==> config.mk <==
export PLATFORM = sky130hd
export DESIGN_NAME = relm_uart_tx_io
export DESIGN_NICKNAME = d
export VERILOG_FILES = /design/src/rtl/relm_uart_tx_io.sv
export SDC_FILE = /design/constraint.sdc
export NUM_CORES = 1
export LEC_CHECK = 0
export CORE_ASPECT_RATIO = 1.2
export CORE_MARGIN = 2
export CORE_UTILIZATION = 50
export CTS_BUF_LIST = sky130_fd_sc_hd__clkbuf_8
export DETAILED_ROUTE_END_ITERATION = 6
export PLACE_DENSITY = 0.72
export SKIP_LAST_GASP = 1
export SLEW_MARGIN = 0
export SYNTH_ARGS = -nofsm -noshare
export SYNTH_HDL_FRONTEND = slang
export SYNTH_SLANG_ARGS = --single-unit
==> constraint.sdc <==
create_clock -name clk -period 2.76 [get_ports clk]
set_input_delay 0.828 -clock clk [delete_from_list [all_inputs] [get_ports clk]]
set_output_delay 0.828 -clock clk [all_outputs]
set_load 0.01 [all_outputs]
==> src/rtl/relm_uart_tx_io.sv <==
// relm_uart_tx_io: serial transmitter on a relm push channel (responder end).
// One pushed word is kept in a holding register; characters are sent 8N1-style,
// LSB first, on txd_out. Control words in the same stream reprogram the baud
// divisor, taking effect in stream order between frames.
//
// Push handshake (valid/ready): push_d[WD] is the valid strobe and
// push_retry is the inverted ready. A word is taken on a rising edge where the
// strobe is high and push_retry is low. When push_retry is high, the word is
// dropped and the pusher must reissue it later. push_retry depends only on
// registered state.
module relm_uart_tx_io #(
  parameter int WD    = 32,
  parameter int WCHAR = 8,
  parameter int WDIV  = 16,
  parameter int DIV   = 868,
  parameter int NSTOP = 1
) (
  input  logic        clk,
  input  logic        rst_n,
  input  logic [WD:0] push_d,
  output logic        push_retry,
  output logic        txd_out,
  output logic        busy_out
);

  // Payload bits worth keeping: enough for a character or a divisor value.
  localparam int HW  = (WDIV > WCHAR) ? WDIV : WCHAR;
  localparam int BIW = (WCHAR > 1) ? $clog2(WCHAR) : 1;
  localparam logic [BIW-1:0] LAST_BIT  = BIW'(WCHAR - 1);
  localparam logic           LAST_STOP = (NSTOP == 2) ? 1'b1 : 1'b0;

  typedef enum logic [1:0] {
    IDLE  = 2'd0,
    START = 2'd1,
    DATA  = 2'd2,
    STOP  = 2'd3
  } state_t;

  state_t          state;
  logic            hold_valid;
  logic            hold_cmd;
  logic [HW-1:0]   hold_val;
  logic [WDIV-1:0] divisor;
  logic [WDIV-1:0] cnt;
  logic [BIW-1:0]  bit_idx;
  logic            stop_idx;
  logic [WCHAR-1:0] shift;

  logic            strobe;
  logic            accept;
  logic            frame_ends;
  logic            tx_free;
  logic            consume;
  logic [WDIV-1:0] bit_reload;
  logic            next_active;
  logic            busy_next;

  // Payload bits above the character/divisor fields carry no meaning here.
  if (HW < WD - 1) begin : g_unused_payload
    logic unused_payload;
    assign unused_payload = ^push_d[WD-2:HW];
  end

  assign strobe     = push_d[WD];
  assign accept     = strobe && !hold_valid;
  assign push_retry = hold_valid;

  // A divisor of zero behaves as one clock per bit, so the reload saturates.
  assign bit_reload = (divisor == '0) ? '0 : (divisor - WDIV'(1));

  // The transmitter can take the held word while idle, or in the very last
  // cycle of the final stop bit so back-to-back frames have no idle gap.
  assign frame_ends = (state == STOP) && (cnt == '0) && (stop_idx == LAST_STOP);
  assign tx_free    = (state == IDLE) || frame_ends;
  assign consume    = hold_valid && tx_free;

  // Next-cycle busy, so busy_out can be a plain register.
  always_comb begin
    next_active = 1'b0;
    busy_next   = 1'b0;
    if (consume) begin
      next_active = !hold_cmd;
    end else begin
      next_active = (state != IDLE) && !frame_ends;
    end
    busy_next = accept || (hold_valid && !consume) || next_active;
  end

  // Holding register, divisor and the frame state machine with registered txd_out.
  always_ff @(posedge clk or negedge rst_n) begin
    if (!rst_n) begin
      state      <= IDLE;
      hold_valid <= 1'b0;
      hold_cmd   <= 1'b0;
      hold_val   <= '0;
      divisor    <= WDIV'(DIV);
      cnt        <= '0;
      bit_idx    <= '0;
      stop_idx   <= 1'b0;
      shift      <= '0;
      txd_out    <= 1'b1;
      busy_out   <= 1'b0;
    end else begin
      busy_out <= busy_next;

      // Accept and consume are mutually exclusive by construction.
      if (accept) begin
        hold_valid <= 1'b1;
        hold_cmd   <= push_d[WD-1];
        hold_val   <= push_d[HW-1:0];
      end else if (consume) begin
        hold_valid <= 1'b0;
      end

      if (consume) begin
        if (hold_cmd) begin
          // Divisor command: a single idle cycle, line stays high.
          divisor <= hold_val[WDIV-1:0];
          state   <= IDLE;
          cnt     <= '0;
          txd_out <= 1'b1;
        end else begin
          shift   <= hold_val[WCHAR-1:0];
          state   <= START;
          cnt     <= bit_reload;
          txd_out <= 1'b0;
        end
      end else begin
        case (state)
          IDLE: begin
            txd_out <= 1'b1;
          end

          START: begin
            if (cnt == '0) begin
              state   <= DATA;
              bit_idx <= '0;
              cnt     <= bit_reload;
              txd_out <= shift[0];
            end else begin
              cnt <= cnt - WDIV'(1);
            end
          end

          DATA: begin
            if (cnt == '0) begin
              cnt <= bit_reload;
              if (bit_idx == LAST_BIT) begin
                state    <= STOP;
                stop_idx <= 1'b0;
                txd_out  <= 1'b1;
              end else begin
                bit_idx <= bit_idx + BIW'(1);
                shift   <= shift >> 1;
                txd_out <= shift[1];
              end
            end else begin
              cnt <= cnt - WDIV'(1);
            end
          end

          STOP: begin
            if (cnt == '0) begin
              if (stop_idx == LAST_STOP) begin
                state   <= IDLE;
                txd_out <= 1'b1;
              end else begin
                stop_idx <= 1'b1;
                cnt      <= bit_reload;
              end
            end else begin
              cnt <= cnt - WDIV'(1);
            end
          end

          default: begin
            state   <= IDLE;
            txd_out <= 1'b1;
          end
        endcase
      end
    end
  end

endmodule

==> flow_summary.toml, run 1 <==
[layout]
layout-drive-gt1-share = 0.183
areaGrowthSynthToFinish_pct = 13.9
fin_nets = 445
antenna_cells = 0
final_area_um2 = 4230
fin_util = 0.584

[floorplanning]
core_um2 = 7230
die_x_um = 82.6
die_area_um2 = 8120
num_io_pins = 38
initial_core_util = 0.513
die_y_um = 98.3
num_rows = 34

[timing]
setup-violations-final = 0
relSlewSlack = 0.564
period_minus_slack_ps = 2600
setup_tns_ps = 0
final.period_utilization = 0.940
finalHoldViolCount = 0
report.final.slew_viol_count = 0
worst_slew_pin_slew_ps = 649
rsz0062_at_grt = "no"
fmax_mhz = 385
finClkSkew_ps = 9.51

[placed_design]
gp_congestion = 0.903
dp_hpwl_um = 5630
dpl_cell_area_um2 = 4030
port_buffers = 22

[logic_synthesis]
ys_seq_area_frac = 0.441
synthCells = 377
yosysTopAreaCell = "dfrtp_1"
yosysTopAreaCellShare = 0.398
synth_xor_area_frac = 0.0331
synth-edff-count = 0
synth.distinct_cells = 58
ys_warn_count = 0
synth_common_cells = "dfrtp_1 (59), nand2_1 (43), nor2_1 (36)"
ys_top_cells_by_area = "dfrtp_1 (40%), mux2_2 (8.8%), nand2_1 (4.4%)"
ys_async_sr_fraction = 1.00
synth_nets = 422
syn_area_per_cell_um2 = 9.84
yosysMostFrequentCell = "dfrtp_1"
yosys.area_share.simple = 0.192
ys_seq_elements = 65
synth_top_family_by_area = "simple AND/OR/NAND/NOR gates"
synth_compound_area_frac = 0.147
synth_mux_area_frac = 0.114
syn_area_um2 = 3710
ys.flop_type = "dfrtp_1"
synth_fa_ha_area_frac = 0.0337

[global_routing]
grt_max_degree = 39
grt_usage = 0.220
grt-ovfl-total = 0
grt_pass1_vias = 2831
grt_pass1_wl_um = 13700
antenna_found_initial = 0

[setup_path]
worstSetupEndpointType = "flop"
crit_path_max_fanout = 15
ff2ff_path_depth = 9
cp.arrival_ps = 2860
cp.required_ps = 3030
worstSetupStartpointType = "flop"
worst-setup-path-type = "reg2reg"

[clock_tree]
cts_buffers = 9
cts_root_buf = "clkbuf_8"
clock_sinks = 65
clk_pin_slew_ps = 80
clkLatencyLatePin_ps = 350
htree_levels = 3
cts_buffer_depth = 2
cts.hold.buffers_added = 0
cts_tree = "yes"

[hold_path]
holdCritPathClass = "in2async"

[power_and_ir_drop]
vdd.ir_drop.worst_v = 0.000630
power_leakage_nw = 1.69
powerDensity_nw_per_um2 = 1240

[run_status]
status = "completed"

[drt]
via_per_inst = 5.91
wirelength_um = 7830
firstDrtPassIters = 4
drt-initial-drc-count = 230
drcViolationCount = 0
vias = 2926
wire_per_inst_um = 15.8
antenna_left = 0

[flow_run]
maxCapViolCount = 0
-- cell type report --
class                   instances  area (um2)
repair buffers                 32         315
well taps                      90         113
flip-flops and latches         65        1630
fillers                       636        3010
clock buffers                   9         124
clock inverters                 7        71.3
multi-input cells             282        1930
inverters                      10        37.5
-- power by group --
group	total (mW)	internal (mW)	leakage [nW]	switching [mW]
registers	1.99	1.46	0.767	0.528
clock network	0.813	0.416	0.0970	0.396
logic	2.42	1.13	0.823	1.29
-- stage by stage --
stage                     std cells  power [mW]  setup WS (ps)  hold WS (ps)
after floorplan                 377        3.76            578           460
after detailed placement        479        4.40            203           480
after CTS                       495        5.22            185           506
after global placement          479        4.32            199           474
final                           495        5.22            165           492
after global routing            495        5.64           21.3           519
-- state kept, by name (all words and copies together) (netlist names) --
name	cells
busy_out	1
state	2
push_retry	1
hold_cmd	1
divisor	16
txd_out	1
cnt	16
shift	8
hold_val	16
bit_idx	3
-- worst max-delay path: stages (launching register included) --
cell and delay (ps):
dfrtp_1 440, inv_1 100, ha_1 250, nor4b_2 180, and4_1 220, buf_4 180
a31oi_4 410, mux2i_4 500, nor2_1 70, a31oi_1 160
-- worst paths after layout --
| path | start | end | slack, ps |
|---|---|---|---|
| min in group clk | hold_val[14] | divisor[14] | 500 |
| worst max register to register | cnt[0] | shift[0] | 160 |
| worst min-delay path | rst_n | divisor[14] | 490 |
| max in group asynchronous | rst_n | divisor[6] | 1570 |
| worst max-delay path | cnt[0] | shift[0] | 160 |
| worst min register to register | hold_val[14] | divisor[14] | 500 |
-- cells by family (layout without fill, tap and decap cells) --
kind of cell               after synthesis  in the layout
muxes                                   37             37
AOI/OAI and AO/OA                       83             83
DFF                                     65             65
xor gates and xnor gates                14             14
adders and majority gates               10             10
and+or+nand+nor                        138            138
buffers and inverters                   30             58
-- per-layer routing --
metal	routed length, um	up-vias	GRT usage	share of wire
met1	3500	1435	0.304	0.45
met3	292	12	0.0462	0.037
met2	3900	64	0.340	0.50
met5	0	-	0	0
met4	132	0	0.0807	0.017
li1	-	1415	-	-
-- timing repair --
item,in CTS,in global routing
resized for setup,0,1
setup endpoints to repair,0,1
buffers inserted,0,0
-- layout by cell type, fill, tap and decap left out, types with 3 or more instances in the layout --
cell              n
o21ai_0          22
xor2_1            5
dfrtp_1          59
dfstp_2           6
buf_4             8
nor2_1           35
nand4_1           3
or3_1             4
nand3_1           4
mux2_2           29
nor4_2            3
a21oi_1          12
or4_1             3
xnor2_1           9
o21ai_1           4
nor2b_1           4
nor3_1           14
inv_1            11
clkbuf_8          9
ha_1             10
o22ai_1           7
nand2_1          43
mux2i_1           5
nor3b_1           3
o31ai_1           4
a22o_1            6
a31oi_1          10
clkdlybuf4s50_1  21
nor4_1            4
(Power assumes the default switching activity.)
==> run 2: changes to the inputs <==
==> constraint.sdc (replaced) <==
create_clock -name clk -period 3 [get_ports clk]
set_input_delay 0.9 -clock clk [delete_from_list [all_inputs] [get_ports clk]]
set_output_delay 0.9 -clock clk [all_outputs]
set_load 0.01 [all_outputs]
==> flow_summary.toml, run 2 (synthesized netlist as in run 1, its figures left out) <==
[timing]
fmax_mhz = 390
report.final.slew_viol_count = 0
setup-violations-final = 0
rsz0062_at_grt = "no"
final.setup.worst_slack_ps = 438
finClkSkew_ps = 8.77
finalHoldViolCount = 0
worst_slew_pin_slew_ps = 720
final.period_utilization = 0.854
period_minus_slack_ps = 2560
setup_tns_ps = 0
relSlewSlack = 0.513

[clock_tree]
clk_pin_slew_ps = 80
post_cts_buffers = 0
clock_sinks = 65
clkLatencyLatePin_ps = 350
cts_root_buf = "clkbuf_8"
cts.hold.buffers_added = 0
cts_buffer_depth = 2
cts_tree = "yes"
cts_resized = 0
htree_levels = 3
cts_buffers = 9

[setup_path]
cp.required_ps = 3280
cp-startpoint = "cnt[0]"
ff2ff_path_depth = 9
worstSetupEndpointType = "flop"
reg2reg_from = "cnt[0]"
worst-setup-path-type = "reg2reg"
r2r_setup_slack_ps = 440
cp.arrival_ps = 2840
crit_path_max_fanout = 8
worstSetupStartpointType = "flop"

[floorplanning]
initial_core_util = 0.513
die_y_um = 98.3
num_rows = 34
die_x_um = 82.6
num_io_pins = 38
core_um2 = 7230
die_area_um2 = 8120

[global_routing]
grt_pass1_wl_um = 14000
grt_max_degree = 42
grt_pass1_vias = 2930
grt-ovfl-total = 0
antenna_found_initial = 0
grt_usage = 0.223

[drt]
firstDrtPassIters = 4
wirelength_um = 8030
drt-initial-drc-count = 289
vias = 2934
wire_per_inst_um = 16.2
via_per_inst = 5.94
drcViolationCount = 0
antenna_left = 0

[placed_design]
dp_slack_ps = 464
dpl_cell_area_um2 = 4010
port_buffers = 22
gp_congestion = 0.912
dp_hpwl_um = 5730

[power_and_ir_drop]
power.internal_mw = 3.03
powerDensity_nw_per_um2 = 1190
seq_power_share = 0.360
sw_frac_of_total = 0.404
clkPwrFrac = 0.201
power_leakage_nw = 1.72
p_switching_mw = 2.06
vdd.ir_drop.worst_v = 0.000621
comb_power_share = 0.439

[layout]
final_common_cell = "dfrtp_1"
antenna_cells = 0
layout-drive-gt1-share = 0.181
final_area_um2 = 4280
reg_top3 = "cnt: 16 flops, divisor: 16 flops, hold_val: 16 flops"
fill_cells = 644
mostFrequentLayoutCells = "dfrtp_1 (59), nand2_1 (43), nor2_1 (36), mux2_2 (29), o21ai_0 (22)"
fin_nets = 444
areaGrowthSynthToFinish_pct = 15.5

[run_status]
status = "completed"

[flow_run]
maxCapViolCount = 0

[hold_path]
holdCritPathClass = "reg2reg"
hold_path_depth = 1
hp-start = "hold_val[12]"
-- run 2: cell count changes in the layout (fill, tap and decap cells not counted) --
| cell | delta |
|---|---|
| bufinv_16 | +3 |
| clkinvlp_4 | -2 |
| buf_12 | -1 |
| clkbuf_8 | +1 |
| clkinv_2 | -1 |
| inv_1 | -1 |
| nor2_1 | +1 |
| nor2_2 | -1 |
-- run 2: worst max-delay path: stages (launching register included) --
cell and delay (ps):
dfrtp_1 450, inv_1 110, ha_1 250, nor4b_2 170
and4_1 310, a21oi_2 290, nor2_2 80, buf_4 160
nor2_1 420, a32o_1 260
-- run 2: area by class of cell --
type | instances | area (um2) | area share
Clock buffer | 10 | 138 | 0.0321
Clock inverter | 6 | 138 | 0.0321
Inverter | 10 | 37.5 | 0.00876
Multi-Input combinational cell | 282 | 1930 | 0.450
Sequential cell | 65 | 1630 | 0.382
Tap cell | 90 | 113 | 0.0263
Timing Repair Buffer | 31 | 295 | 0.0689
-- run 2: final timing paths --
path / to
setup / recovery: cnt[15]
hold reg to reg: divisor[12]
hold / removal: divisor[12]
max in group asynchronous: txd_out
min in group asynchronous: divisor[14]
setup reg to reg: cnt[15]
-- run 2: stage by stage --
| step | utilization | hold WS (ps) | total power, mW | cells |
|---|---|---|---|---|
| floorplan | - | 460 | 3.46 | 377 |
| global placement | 0.554 | 480 | 3.96 | 478 |
| detailed placement | 0.554 | 482 | 4.04 | 478 |
| CTS | 0.592 | 507 | 5.08 | 494 |
| global route | 0.592 | 518 | 5.47 | 494 |
| finish | 0.592 | 505 | 5.09 | 494 |
-- run 2: metal layers --
layer | track usage | vias to the layer above | share of wire
li1 | - | 1405 | -
met1 | 0.301 | 1445 | 0.44
met2 | 0.361 | 73 | 0.50
met3 | 0.0416 | 11 | 0.048
met4 | 0.0731 | 0 | 0.018
met5 | 0 | - | 0
-- run 2: power groups by stage --
stage	logic (mW)	clock network, mW	registers, mW
CTS	2.22	1.03	1.83
global placement	2.14	0	1.82
finish	2.24	1.02	1.83
global route	2.49	1.07	1.91
detailed placement	2.20	0	1.84
floorplan	1.80	0	1.66
==> run 3: changes to the inputs <==
--- a/config.mk
+++ b/config.mk
@@ -5,11 +5,13 @@
 export SDC_FILE = /design/constraint.sdc
 export NUM_CORES = 1
 export LEC_CHECK = 0
+export ABC_CLOCK_PERIOD_IN_PS = 3000
 export CORE_ASPECT_RATIO = 1.2
 export CORE_MARGIN = 2
 export CORE_UTILIZATION = 50
 export CTS_BUF_LIST = sky130_fd_sc_hd__clkbuf_8
 export DETAILED_ROUTE_END_ITERATION = 6
+export GPL_TIMING_DRIVEN = 0
 export PLACE_DENSITY = 0.72
 export SKIP_LAST_GASP = 1
 export SLEW_MARGIN = 0
==> flow_summary.toml, run 3 (synthesized netlist as in run 1, its figures left out) <==
[layout]
layout-drive-gt1-share = 0.181
reg_top3 = "cnt: 16 flops, divisor: 16 flops, hold_val: 16 flops"
fin_nets = 455
mostFrequentLayoutCells = "dfrtp_1 (59), nand2_1 (43), nor2_1 (36), mux2_2 (29), o21ai_0 (22)"
antenna_cells = 0
final_common_cell = "dfrtp_1"
fin_util = 0.587
areaGrowthSynthToFinish_pct = 14.4
fill_cells = 629

[drt]
vias = 2960
via_per_inst = 5.86
wire_per_inst_um = 16.0
firstDrtPassIters = 4
drcViolationCount = 0
wirelength_um = 8060
drt-initial-drc-count = 286
antenna_left = 0

[setup_path]
worst-setup-path-type = "reg2reg"
crit_path_max_fanout = 10
worstSetupEndpointType = "flop"
cp.required_ps = 3220
worstSetupStartpointType = "flop"
cp.arrival_ps = 2910

[global_routing]
grtUsageMet3 = 0.0342
grt-ovfl-total = 0
use_met2 = 0.337
antenna_found_initial = 0
grt_usage = 0.223
grt_max_degree = 66
gr-usage-met1 = 0.304
grt_pass1_vias = 2889
grt_pass1_wl_um = 13900
busiest_layer = "met2"

[floorplanning]
core_um2 = 7230
die_x_um = 82.6
num_rows = 34
num_io_pins = 38
die_area_um2 = 8120
initial_core_util = 0.513
die_y_um = 98.3

[power_and_ir_drop]
power_leakage_nw = 1.72
p_total_mw = 4.85
p_switching_mw = 2.04
seq_power_share = 0.361
power.internal_mw = 2.81
clkPwrFrac = 0.154
powerDensity_nw_per_um2 = 1140
sw_frac_of_total = 0.421
vdd.ir_drop.worst_v = 0.000638
comb_power_share = 0.484

[clock_tree]
cts_buffer_depth = 2
cts_tree = "yes"
clk_pin_slew_ps = 70
cts_buffers = 9
htree_levels = 3
clock_sinks = 65
clkLatencyLatePin_ps = 340
cts_root_buf = "clkbuf_8"
cts.hold.buffers_added = 0

[hold_path]
holdCritPathClass = "reg2reg"

[timing]
final.period_utilization = 0.896
setup-violations-final = 0
rsz0062_at_grt = "no"
relSlewSlack = 0.457
finClkSkew_ps = 11.1
period_minus_slack_ps = 2690
fmax_mhz = 372
finalHoldViolCount = 0
report.final.slew_viol_count = 0
worst_slew_pin_slew_ps = 803

[placed_design]
dp_hpwl_um = 5910
port_buffers = 22
gp_congestion = 0.925

[flow_run]
maxCapViolCount = 0

[run_status]
status = "completed"
run 3: changes by cell type in the layout (fill, tap and decap cells not counted), moves of 2 or more:
| cell | change |
|---|---|
| buf_6 | +3 |
| inv_1 | +2 |
| bufinv_16 | -3 |
| clkbuf_1 | +7 |
| buf_4 | -7 |
| buf_2 | +8 |
| clkinv_2 | +2 |
run 3: area by class of cell:
type	instances	area (um2)	share of cell area
sequential	65	1630	0.385
multi-input combinational	282	1930	0.455
tap	90	113	0.0265
clock buffer	11	151	0.0357
clock inverter	5	47.5	0.0112
inverter	10	37.5	0.00885
timing repair buffer	22	218	0.0513
buffer	20	109	0.0257
run 3: worst paths after layout:
kind / startpoint / end / cells past startpoint / slack [ps]
max reg2reg: cnt[0] / cnt[14] / 9 / 310
max: cnt[0] / cnt[14] / 9 / 310
max in group asynchronous: rst_n / hold_val[6] / 1 / 1800
min: hold_val[14] / divisor[14] / 1 / 490
min in group asynchronous: rst_n / hold_val[10] / 1 / 640
min reg2reg: hold_val[14] / divisor[14] / 1 / 490
run 3: what timing repair did:
item,CTS,global route
resized for setup,0,1
endpoints found under the setup margin,0,1
setup buffers,0,0
run 3: layer usage:
layer	routed length, um	vias to the layer above	part of all wire
met5	0	-	0
met4	238	0	0.030
met3	247	21	0.031
met2	3970	82	0.49
met1	3600	1432	0.45
li1	-	1425	-
run 3: through the flow:
stage	instances	hold slack (ps)	setup TNS [ps]	cell area (um2)	setup WS, ps
final	505	493	0	4240	312
after CTS	505	502	0	4240	286
after global routing	505	526	0	4240	86.9
after floorplan	377	460	0	3710	818
after detailed placement	489	486	0	4040	326
after global placement	489	476	-67520	4040	-1110
run 3: power groups by stage:
| stage | Clock, mW | Sequential [mW] | Combinational (mW) |
|---|---|---|---|
| 5_1_grt | 0.801 | 1.83 | 2.63 |
| 6_report | 0.749 | 1.75 | 2.35 |
| 4_1_cts | 0.764 | 1.75 | 2.34 |
| 3_5_place_dp | 0 | 1.76 | 2.32 |
| 3_3_place_gp | 0 | 1.74 | 2.26 |
| 2_1_floorplan | 0 | 1.66 | 1.80 |
run 3: critical path: stages (launching register included):
cell     delay (ps)
dfrtp_1         430
inv_1           120
ha_1            220
nor4b_2         330
nand4_1         410
o21ai_2         410
buf_2           310
a21oi_1          60
o21ai_0         170
o21ai_1          90
